[src/rtl/mc_ctrl_pkg.sv]
// Shared constants for the multicycle controller: opcodes, funct codes, ALU
// control encodings, aluop codes and the state enumeration.
package mc_ctrl_pkg;

    localparam int ST_W = 4;

    typedef enum logic [ST_W-1:0] {
        S_IDLE   = 4'd0,
        S_FETCH  = 4'd1,
        S_DECODE = 4'd2,
        S_MEMADR = 4'd3,
        S_MEMRD  = 4'd4,
        S_MEMWB  = 4'd5,
        S_MEMWR  = 4'd6,
        S_EXEC   = 4'd7,
        S_ALUWB  = 4'd8,
        S_IEXEC  = 4'd9,
        S_IWB    = 4'd10,
        S_BRANCH = 4'd11,
        S_JUMP   = 4'd12,
        S_FAULT  = 4'd13
    } state_t;

    localparam logic [5:0] OP_RTYPE = 6'b000000;
    localparam logic [5:0] OP_LB    = 6'b100000;
    localparam logic [5:0] OP_SB    = 6'b101000;
    localparam logic [5:0] OP_ADDI  = 6'b001000;
    localparam logic [5:0] OP_ORI   = 6'b001101;
    localparam logic [5:0] OP_BEQ   = 6'b000100;
    localparam logic [5:0] OP_BNE   = 6'b000101;
    localparam logic [5:0] OP_J     = 6'b000010;

    localparam logic [5:0] FN_ADD = 6'b100000;
    localparam logic [5:0] FN_SUB = 6'b100010;
    localparam logic [5:0] FN_AND = 6'b100100;
    localparam logic [5:0] FN_OR  = 6'b100101;
    localparam logic [5:0] FN_SLT = 6'b101010;

    localparam logic [2:0] ALU_ADD = 3'b010;
    localparam logic [2:0] ALU_SUB = 3'b110;
    localparam logic [2:0] ALU_AND = 3'b000;
    localparam logic [2:0] ALU_OR  = 3'b001;
    localparam logic [2:0] ALU_SLT = 3'b111;
    localparam logic [2:0] ALU_NOP = 3'b101;

    localparam logic [1:0] AOP_ADD   = 2'b00;
    localparam logic [1:0] AOP_SUB   = 2'b01;
    localparam logic [1:0] AOP_FUNCT = 2'b10;
    localparam logic [1:0] AOP_OR    = 2'b11;

endpackage

[src/rtl/mc_alu_decode.sv]
// Combinational ALU control: maps the controller's aluop and the R-type funct
// field onto the 3-bit ALU function code.
module mc_alu_decode
    import mc_ctrl_pkg::*;
(
    input  logic [1:0] i_aluop,
    input  logic [5:0] i_funct,
    output logic [2:0] o_alucont
);

    always_comb begin
        o_alucont = ALU_ADD;
        case (i_aluop)
            AOP_ADD: o_alucont = ALU_ADD;
            AOP_SUB: o_alucont = ALU_SUB;
            AOP_OR:  o_alucont = ALU_OR;
            default: begin
                case (i_funct)
                    FN_ADD:  o_alucont = ALU_ADD;
                    FN_SUB:  o_alucont = ALU_SUB;
                    FN_AND:  o_alucont = ALU_AND;
                    FN_OR:   o_alucont = ALU_OR;
                    FN_SLT:  o_alucont = ALU_SLT;
                    default: o_alucont = ALU_NOP;
                endcase
            end
        endcase
    end

endmodule

[src/rtl/mc_controller.sv]
// Multicycle controller FSM with memory ready handshake, timeout fault and
// illegal-opcode pulse. Define MC_CTRL_BNE_EN to add BNE (opcode 000101).
module mc_controller
    import mc_ctrl_pkg::*;
#(
    parameter int MEM_TIMEOUT = 16,
    parameter int TO_W        = 5,
    parameter int STATE_W     = 4
) (
    input  logic               clk,
    input  logic               reset_n,
    input  logic [5:0]         op,
    input  logic [5:0]         funct,
    input  logic               mem_ready,
    output logic               memread,
    output logic               memwrite,
    output logic               iord,
    output logic               irwrite,
    output logic               pcwrite,
    output logic               pcwritecond,
    output logic               pcwritecond_ne,
    output logic [1:0]         pcsrc,
    output logic               alusrca,
    output logic [1:0]         alusrcb,
    output logic [2:0]         alucont,
    output logic               regdst,
    output logic               memtoreg,
    output logic               regwrite,
    output logic               illegal_op,
    output logic               fault,
    output logic [STATE_W-1:0] state_o
);

    state_t          r_state;
    state_t          w_next;
    state_t          w_dec_next;
    logic [TO_W-1:0] r_to_cnt;
    logic            w_legal;
    logic            w_mem_state;
    logic            w_timeout;
    logic            w_branch;
    logic            w_alu_en;
    logic [1:0]      w_aluop;
    logic [2:0]      w_alucont;

    assign w_mem_state = (r_state == S_FETCH) || (r_state == S_MEMRD) || (r_state == S_MEMWR);
    assign w_timeout   = (MEM_TIMEOUT > 0) && (r_to_cnt == TO_W'(MEM_TIMEOUT - 1));

    always_ff @(posedge clk or negedge reset_n) begin
        if (!reset_n) r_state <= S_IDLE;
        else          r_state <= w_next;
    end

    // Counter restarts whenever a memory state is (re)entered; saturates while stalled.
    always_ff @(posedge clk or negedge reset_n) begin
        if (!reset_n) begin
            r_to_cnt <= '0;
        end else if (w_mem_state && !mem_ready && (w_next == r_state)) begin
            if (r_to_cnt != '1) r_to_cnt <= r_to_cnt + TO_W'(1);
        end else begin
            r_to_cnt <= '0;
        end
    end

`ifdef MC_CTRL_BNE_EN
    logic r_is_bne;

    always_ff @(posedge clk or negedge reset_n) begin
        if (!reset_n)                  r_is_bne <= 1'b0;
        else if (r_state == S_DECODE)  r_is_bne <= (op == OP_BNE);
    end
`endif

    always_comb begin
        w_dec_next = S_FETCH;
        w_legal    = 1'b1;
        case (op)
            OP_RTYPE:        w_dec_next = S_EXEC;
            OP_LB, OP_SB:    w_dec_next = S_MEMADR;
            OP_ADDI, OP_ORI: w_dec_next = S_IEXEC;
            OP_BEQ:          w_dec_next = S_BRANCH;
`ifdef MC_CTRL_BNE_EN
            OP_BNE:          w_dec_next = S_BRANCH;
`endif
            OP_J:            w_dec_next = S_JUMP;
            default:         w_legal    = 1'b0;
        endcase
    end

    // Ready beats timeout when both land on the same cycle.
    always_comb begin
        w_next = r_state;
        case (r_state)
            S_IDLE:   w_next = S_FETCH;
            S_FETCH:  if (mem_ready) w_next = S_DECODE; else if (w_timeout) w_next = S_FAULT;
            S_DECODE: w_next = w_dec_next;
            S_MEMADR: w_next = (op == OP_SB) ? S_MEMWR : S_MEMRD;
            S_MEMRD:  if (mem_ready) w_next = S_MEMWB;  else if (w_timeout) w_next = S_FAULT;
            S_MEMWB:  w_next = S_FETCH;
            S_MEMWR:  if (mem_ready) w_next = S_FETCH;  else if (w_timeout) w_next = S_FAULT;
            S_EXEC:   w_next = S_ALUWB;
            S_ALUWB:  w_next = S_FETCH;
            S_IEXEC:  w_next = S_IWB;
            S_IWB:    w_next = S_FETCH;
            S_BRANCH: w_next = S_FETCH;
            S_JUMP:   w_next = S_FETCH;
            S_FAULT:  w_next = S_FAULT;
            default:  w_next = S_IDLE;
        endcase
    end

    always_comb begin
        memread    = 1'b0;
        memwrite   = 1'b0;
        iord       = 1'b0;
        irwrite    = 1'b0;
        pcwrite    = 1'b0;
        w_branch   = 1'b0;
        pcsrc      = 2'b00;
        alusrca    = 1'b0;
        alusrcb    = 2'b00;
        regdst     = 1'b0;
        memtoreg   = 1'b0;
        regwrite   = 1'b0;
        illegal_op = 1'b0;
        fault      = 1'b0;
        w_aluop    = AOP_ADD;
        w_alu_en   = 1'b0;
        case (r_state)
            S_FETCH: begin
                memread  = 1'b1;
                alusrcb  = 2'b01;
                w_alu_en = 1'b1;
                irwrite  = mem_ready;
                pcwrite  = mem_ready;
            end
            S_DECODE: begin
                alusrcb    = 2'b11;
                w_alu_en   = 1'b1;
                illegal_op = ~w_legal;
            end
            S_MEMADR: begin
                alusrca  = 1'b1;
                alusrcb  = 2'b10;
                w_alu_en = 1'b1;
            end
            S_MEMRD: begin
                memread = 1'b1;
                iord    = 1'b1;
            end
            S_MEMWB: begin
                regwrite = 1'b1;
                memtoreg = 1'b1;
            end
            S_MEMWR: begin
                memwrite = 1'b1;
                iord     = 1'b1;
            end
            S_EXEC: begin
                alusrca  = 1'b1;
                w_aluop  = AOP_FUNCT;
                w_alu_en = 1'b1;
            end
            S_ALUWB: begin
                regdst   = 1'b1;
                regwrite = 1'b1;
            end
            S_IEXEC: begin
                alusrca  = 1'b1;
                alusrcb  = 2'b10;
                w_aluop  = (op == OP_ORI) ? AOP_OR : AOP_ADD;
                w_alu_en = 1'b1;
            end
            S_IWB:    regwrite = 1'b1;
            S_BRANCH: begin
                alusrca  = 1'b1;
                w_aluop  = AOP_SUB;
                w_alu_en = 1'b1;
                pcsrc    = 2'b01;
                w_branch = 1'b1;
            end
            S_JUMP: begin
                pcwrite = 1'b1;
                pcsrc   = 2'b10;
            end
            S_FAULT:  fault = 1'b1;
            default:  ;
        endcase
    end

`ifdef MC_CTRL_BNE_EN
    assign pcwritecond    = w_branch & ~r_is_bne;
    assign pcwritecond_ne = w_branch &  r_is_bne;
`else
    assign pcwritecond    = w_branch;
    assign pcwritecond_ne = 1'b0;
`endif

    mc_alu_decode u_alu_decode (
        .i_aluop   (w_aluop),
        .i_funct   (funct),
        .o_alucont (w_alucont)
    );

    // ALU control reads as zero in states that do not use the ALU.
    assign alucont = w_alu_en ? w_alucont : 3'b000;
    assign state_o = STATE_W'(r_state);

endmodule

[config.mk]
export PLATFORM = sky130hd
export DESIGN_NAME = mc_controller
export DESIGN_NICKNAME = d
export VERILOG_FILES = /design/src/rtl/mc_ctrl_pkg.sv /design/src/rtl/mc_alu_decode.sv /design/src/rtl/mc_controller.sv
export SDC_FILE = /design/constraint.sdc
export NUM_CORES = 1
export LEC_CHECK = 0
export ABC_AREA = 1
export ABC_CLOCK_PERIOD_IN_PS = 3660
export BUFFER_PORTS_ARGS = -buffer_cell sky130_fd_sc_hd__clkbuf_2
export CAP_MARGIN = 20
export CORE_UTILIZATION = 30
export CTS_BUF_LIST = sky130_fd_sc_hd__clkbuf_2
export DETAILED_ROUTE_END_ITERATION = 12
export GPL_ROUTABILITY_DRIVEN = 0
export GPL_TIMING_DRIVEN = 0
export MAX_ROUTING_LAYER = met4
export PLACE_DENSITY = 0.6
export SYNTH_ARGS = -nofsm -noshare
export SYNTH_HDL_FRONTEND = slang
export SYNTH_SLANG_ARGS = --single-unit
[constraint.sdc]
create_clock -name clk -period 3.66 [get_ports clk]
set_input_delay 0.549 -clock clk [delete_from_list [all_inputs] [get_ports clk]]
set_output_delay 0.549 -clock clk [all_outputs]
set_load 0.02 [all_outputs]
* Word-level counts from Yosys, hierarchy flattened
Index checks and enable logic that the tools add are counted.
Storage, ports and cells: register bits 9, input port bits 15, output and inout port bits 24
Cells by class: $add $sub $neg 1, equality and inequality tests 30, mux-type cells 30, bitwise operators 1, reduce and logical (&&, ||, !) cells 18
Operator list (count):
- $eq A6 B6 Y1 const B | 7
- $pmux W4 S9 | 1
- $eq A4 B4 Y1 const B | 6
- $pmux W4 S5 | 1
- $eq A4 B3 Y1 const B | 4
- $mux W4 | 4
- $pmux W3 S5 | 1
- $mux W1 | 13
- $eq A6 B4 Y1 const B | 2
- $pmux W2 S3 | 2
- $reduce_or A6 Y1 | 2
- $mux W5 | 2
- $reduce_or A2 Y1 | 5
- $pmux W3 S3 | 1
- $eq A4 B2 Y1 const B | 2
- $reduce_or A7 Y1 | 1
- $eq A6 B2 Y1 const B | 1
- $eq A6 B3 Y1 const B | 1
- $logic_not A6 Y1 | 1
- $add A5 B1 Y5 const B | 1
- $eq A5 B4 Y1 const B | 1
- $ne A5 B5 Y1 const B | 1
- $eq A4 B1 Y1 const B | 1
- $eq A4 B4 Y1 | 1
- other kinds (15) | 18

* Logic depth before layout (Yosys ltp)
word-level depth 7, gate-level depth with buffers 11, gate-level depth less buffers 11

* Modules after synthesis
A second synthesis with hierarchy kept.
Unflattened totals: cell total of the unflattened synthesis 155, area total of the unflattened synthesis 954.7 µm²
Modules (own cells, without submodules):
- mc_controller | instances 1, cells an instance 137, area each 862.1 µm², seq. area each 225.2 µm²
- mc_alu_decode | instances 1, cells an instance 18, area each 92.6 µm², seq. area each 0.0 µm²

* Worst setup path after synthesis
No wires, ideal clock.
kind register to output, start register r_state[3] (netlist: state_o[3]), end output alucont[1], arrival time 1.804 ns, setup slack 1.307 ns, cell stages (with the launch flop) 9, cells stage by stage dfrtp_1 -> inv_2 -> nor2_1 -> inv_2 -> nor2_1 -> inv_1 -> nand4_1 -> nand2_1 -> a31oi_1
On the way: word-level cells in the longest chain between the ends 5, elaborated cells on any way between the ends 14, classes of those cells 8 x eq/ne; 4 x mux; 2 x reduce/logical
Ends and longest elaborated chain:
- from (decl) | line mc_controller.sv:34 | state_t r_state;
- from (signal assigned) | line mc_controller.sv:51 | else r_state <= w_next;
- $eq A4 B4 Y1 / $eq A4 B3 Y1 (equally long branches) | line mc_controller.sv:129 | case (r_state)
- $pmux W2 S3 | line mc_controller.sv:129
- $eq A2 B2 Y1, or another cell as far along | line mc_alu_decode.sv:13 | case (i_aluop)
- $pmux W3 S3 | line mc_alu_decode.sv:13
- $mux W3 * | line mc_controller.sv:206 | assign alucont = w_alu_en ? w_alucont : 3'b000;
- to (decl) | line mc_controller.sv:25 | output logic [2:0] alucont,
Mark *: on every way between the ends. The rest lies on a longest branch, timed or not.

* Worst setup path in the final report
Same ends and word-level chain as after synthesis.

==> summary.txt <==
Global route
  – GR Util All Layers: 0.1601
  – GR Overflow Total: 0
  – Met3 GRT Util: 0.02304
  – GR Util met1: 0.1840
  – M2 GR Usage: 0.2941
  – Vias in the first global route: 1068
  – Largest net degree at the start of global routing: 10
  – Top Usage Layer GRT: met2
  – Initial antenna violation count: 0
  – First-pass GRT wire length: 4119 um

Critical path
  – Worst path arrival time: 1.87 ns
  – Critical R2R Capture: r_to_cnt[1]
  – Reg2Reg Setup Slack: 1.93 ns
  – Critical-path cell list: inv_2, nor2_1, inv_2, nor2_1, inv_1, nand4_1, nand2_1, a31oi_1, clkbuf_2
  – Worst-path fanout max: 6
  – CP Launch Point: state_o[3]
  – Worst EP required: 3.11 ns
  – R2R depth: 11
  – Crit path capture type: primary output
  – RR Startpoint: r_to_cnt[0]
  – Delay of the slowest critical-path stage: around 0.48 ns
  – Crit-path slowest cell: dfrtp_1
  – Setup CP Type: register to primary output
  – Worst setup SP type: register

Clocking
  – Post-CTS setup buffers: 0
  – CTS resizes: 0
  – Root buf cell: clkbuf_2
  – H-tree depth: 1
  – Hold buffer count at CTS: 0
  – CTS tree: built
  – Total CTS buffers: 3
  – Maximum buffer depth of the clock tree: 2
  – CTS clk-pin slew, worst paths: 0.10 ns
  – CTS sink count: 9
  – Worst-skew pair later-pin latency: between 0.2 and 0.3 ns

Finish
  – N_diodes: 0
  – Synth-to-Final Area Change: 27.23%
  – Nets: 211
  – Filler cells: 316
  – Layout cell share with drive strength beyond 1: 0.2500
  – Multi-input logic area: 543.0 sq um
  – FF+latch area: ~230 sq um

Synth
  – Synth top area cells: dfrtp_1 25%, nand2_1 12%, nor2_1 12%
  – Syn Inst Count: 151
  – XOR/XNOR Fraction of Synth Area: 0.02933
  – Synth Cell Area: 895.9 sq um
  – Post-synthesis mux area share: 0.01117
  – Avg Cell Area, Syn: roughly 6 sq um
  – Post-synth cell types: 26
  – Yosys warnings: 0
  – Seq/Total Area, Yosys: 0.2514
  – Post-synth net total: 169
  – Synth Area in Compound Gates: 0.1215
  – Largest family of logic cells by synthesized area: simple AND/OR/NAND/NOR gates
  – Synth top area share: 0.2514
  – Yosys top cell by area: dfrtp_1
  – Post-Synth Adder-Cell Area: 0.04190
  – Simple-Gate Fraction of Synth Area: 0.3980
  – Yosys reg bits: 9

Placement
  – PortBufs: 37
  – Detailed Place HPWL: 2039 um

STA
  – Max frequency: 413.5 MHz
  – Slew Limit Fails: 0
  – RSZ-0062 raised after global routing: false
  – Setup Viol. Count Final: 0
  – Final count of hold timing violations: 0
  – Setup TNS: 0 ns
  – Hold Slack: 0.1306 ns
  – Final worst path period share: 0.6607
  – Final Skew: 0.007938 ns
  – Min Tclk post-route: around 2.4 ns

Detailed routing
  – Total Wirelength: around 2400 um
  – Routed wire length per instance: 10.57 um
  – First-pass detailed-route iteration total: 5
  – Final antenna-violating net count: 0
  – # DRC: 0
  – DR iter-0 viols: 59
  – Routed vias/inst: roughly 5
  – Via count: 1083

Die
  – Die Footprint: 3209 sq um
  – Initial core utilization: 0.3221
  – Die Y: 56.65 um
  – Ports: 39
  – CORE AREA: 2781 sq um
  – Rows: 19
  – Horiz. Die Dim: 56.65 um

Power and ir drop
  – VDD IR max: 0.2970 mV
  – Leakage: 0.6884 nW
  – Power per cell area: 599.9 nW/um^2

Status
  – Outcome: completed

Job
  – Max-cap violations: 0

Worst hold path
  – Worst min path class: input pin to async pin
synthesized netlist by cell type:
| cell | instances |
|---|---|
| nand3b_1 | 1 |
| mux2i_1 | 1 |
| a31oi_1 | 1 |
| nor3_1 | 2 |
| o22ai_1 | 1 |
| nor2_1 | 29 |
| nand2_1 | 29 |
| nor4_1 | 1 |
| inv_2 | 3 |
| a211oi_1 | 1 |
| nand4_1 | 5 |
| o211ai_1 | 1 |
| nand2_2 | 1 |
| o2111ai_1 | 1 |
| buf_4 | 2 |
| xor2_1 | 3 |
| o21ai_0 | 8 |
| o31ai_1 | 1 |
| inv_1 | 27 |
| or2_2 | 1 |
| a21oi_1 | 5 |
| nand3_1 | 13 |
| or2_1 | 1 |
| ha_1 | 3 |
| conb_1 | 1 |
| dfrtp_1 | 9 |
worst max-delay path, delay by kind of cell (launching register included):
kind                   cells  cell delay [ns]
AO/OA/AOI/OAI              1             0.13
buffers and inverters      4             0.45
flip-flops                 1             0.48
AND/OR/NAND/NOR            4             0.53
layout make-up:
cell class / instances / area share
Tap cell: 31 / 0.03403
Multi-Input combinational cell: 110 / 0.4764
Inverter: 30 / 0.09879
Clock buffer: 3 / 0.01317
Sequential cell: 9 / 0.1976
Timing Repair Buffer: 37 / 0.1625
Clock inverter: 1 / 0.004391
Buffer: 2 / 0.01317
flip-flops by register name, summed over array words and instances (netlist names):
signal,flops
r_to_cnt,5
state_o,4
cells by family (layout without fill, tap and decap cells):
kind of cell               count (synthesis)  after routing
AOI/OAI and AO/OA                         19             19
xor gates and xnor gates                   3              3
adders and majority gates                  3              3
buffers and inverters                     32             73
DFF                                        9              9
muxes                                      1              1
other                                      1              1
and+or+nand+nor                           83             83
cell usage in the layout, fill, tap and decap left out:
cell | netlist | final
nand4_1 | 5 | 5
buf_4 | 2 | 2
nor2_1 | 29 | 29
or2_1 | 1 | 1
inv_2 | 3 | 3
o2111ai_1 | 1 | 1
nand3b_1 | 1 | 1
nor3_1 | 2 | 2
ha_1 | 3 | 3
inv_1 | 27 | 27
nand3_1 | 13 | 13
nor4_1 | 1 | 1
nand2_2 | 1 | 1
o22ai_1 | 1 | 1
clkinv_2 | 0 | 1
a211oi_1 | 1 | 1
o211ai_1 | 1 | 1
a31oi_1 | 1 | 1
or2_2 | 1 | 1
mux2i_1 | 1 | 1
dfrtp_1 | 9 | 9
o31ai_1 | 1 | 1
xor2_1 | 3 | 3
clkbuf_2 | 0 | 40
o21ai_0 | 8 | 8
nand2_1 | 29 | 29
conb_1 | 1 | 1
a21oi_1 | 5 | 5
where the power goes:
group	internal [W]	switching, W
registers	0.000124	0.0000349
clock network	0.0000247	0.0000363
logic	0.000146	0.000318
total	0.000295	0.000389
worst max path at each step:
stage | endpoint | slack [ns] | cells past startpoint
after global routing | alucont[1] | 0.98 | 9
after detailed placement | alucont[1] | 1.45 | 7
after floorplan | alucont[1] | 1.31 | 8
after CTS | alucont[1] | 1.22 | 9
after global placement | alucont[1] | 1.47 | 7
final | alucont[1] | 1.24 | 9
routing by layer:
| layer | wire length (um) | part of all wire |
|---|---|---|
| met1 | 1016 | 0.43 |
| met2 | 1191 | 0.51 |
| met3 | 143 | 0.061 |
| met4 | 6 | 0.0025 |
| met5 | 0 | 0 |
through the flow:
| stage | total power [W] | cells | area, sq um | worst slack [ns] | util |
|---|---|---|---|---|---|
| floorplan | 0.0004777 | 151 | 895.9 | 1.307 | - |
| global placement | 0.0006261 | 219 | 1120 | 1.474 | 0.4026 |
| detailed placement | 0.0006290 | 219 | 1120 | 1.453 | 0.4026 |
| CTS | 0.0006929 | 223 | 1140 | 1.224 | 0.4098 |
| global route | 0.0007515 | 223 | 1140 | 0.9844 | 0.4098 |
| finish | 0.0006838 | 223 | 1140 | 1.242 | 0.4098 |
Power figures use the tool's default switching activity.
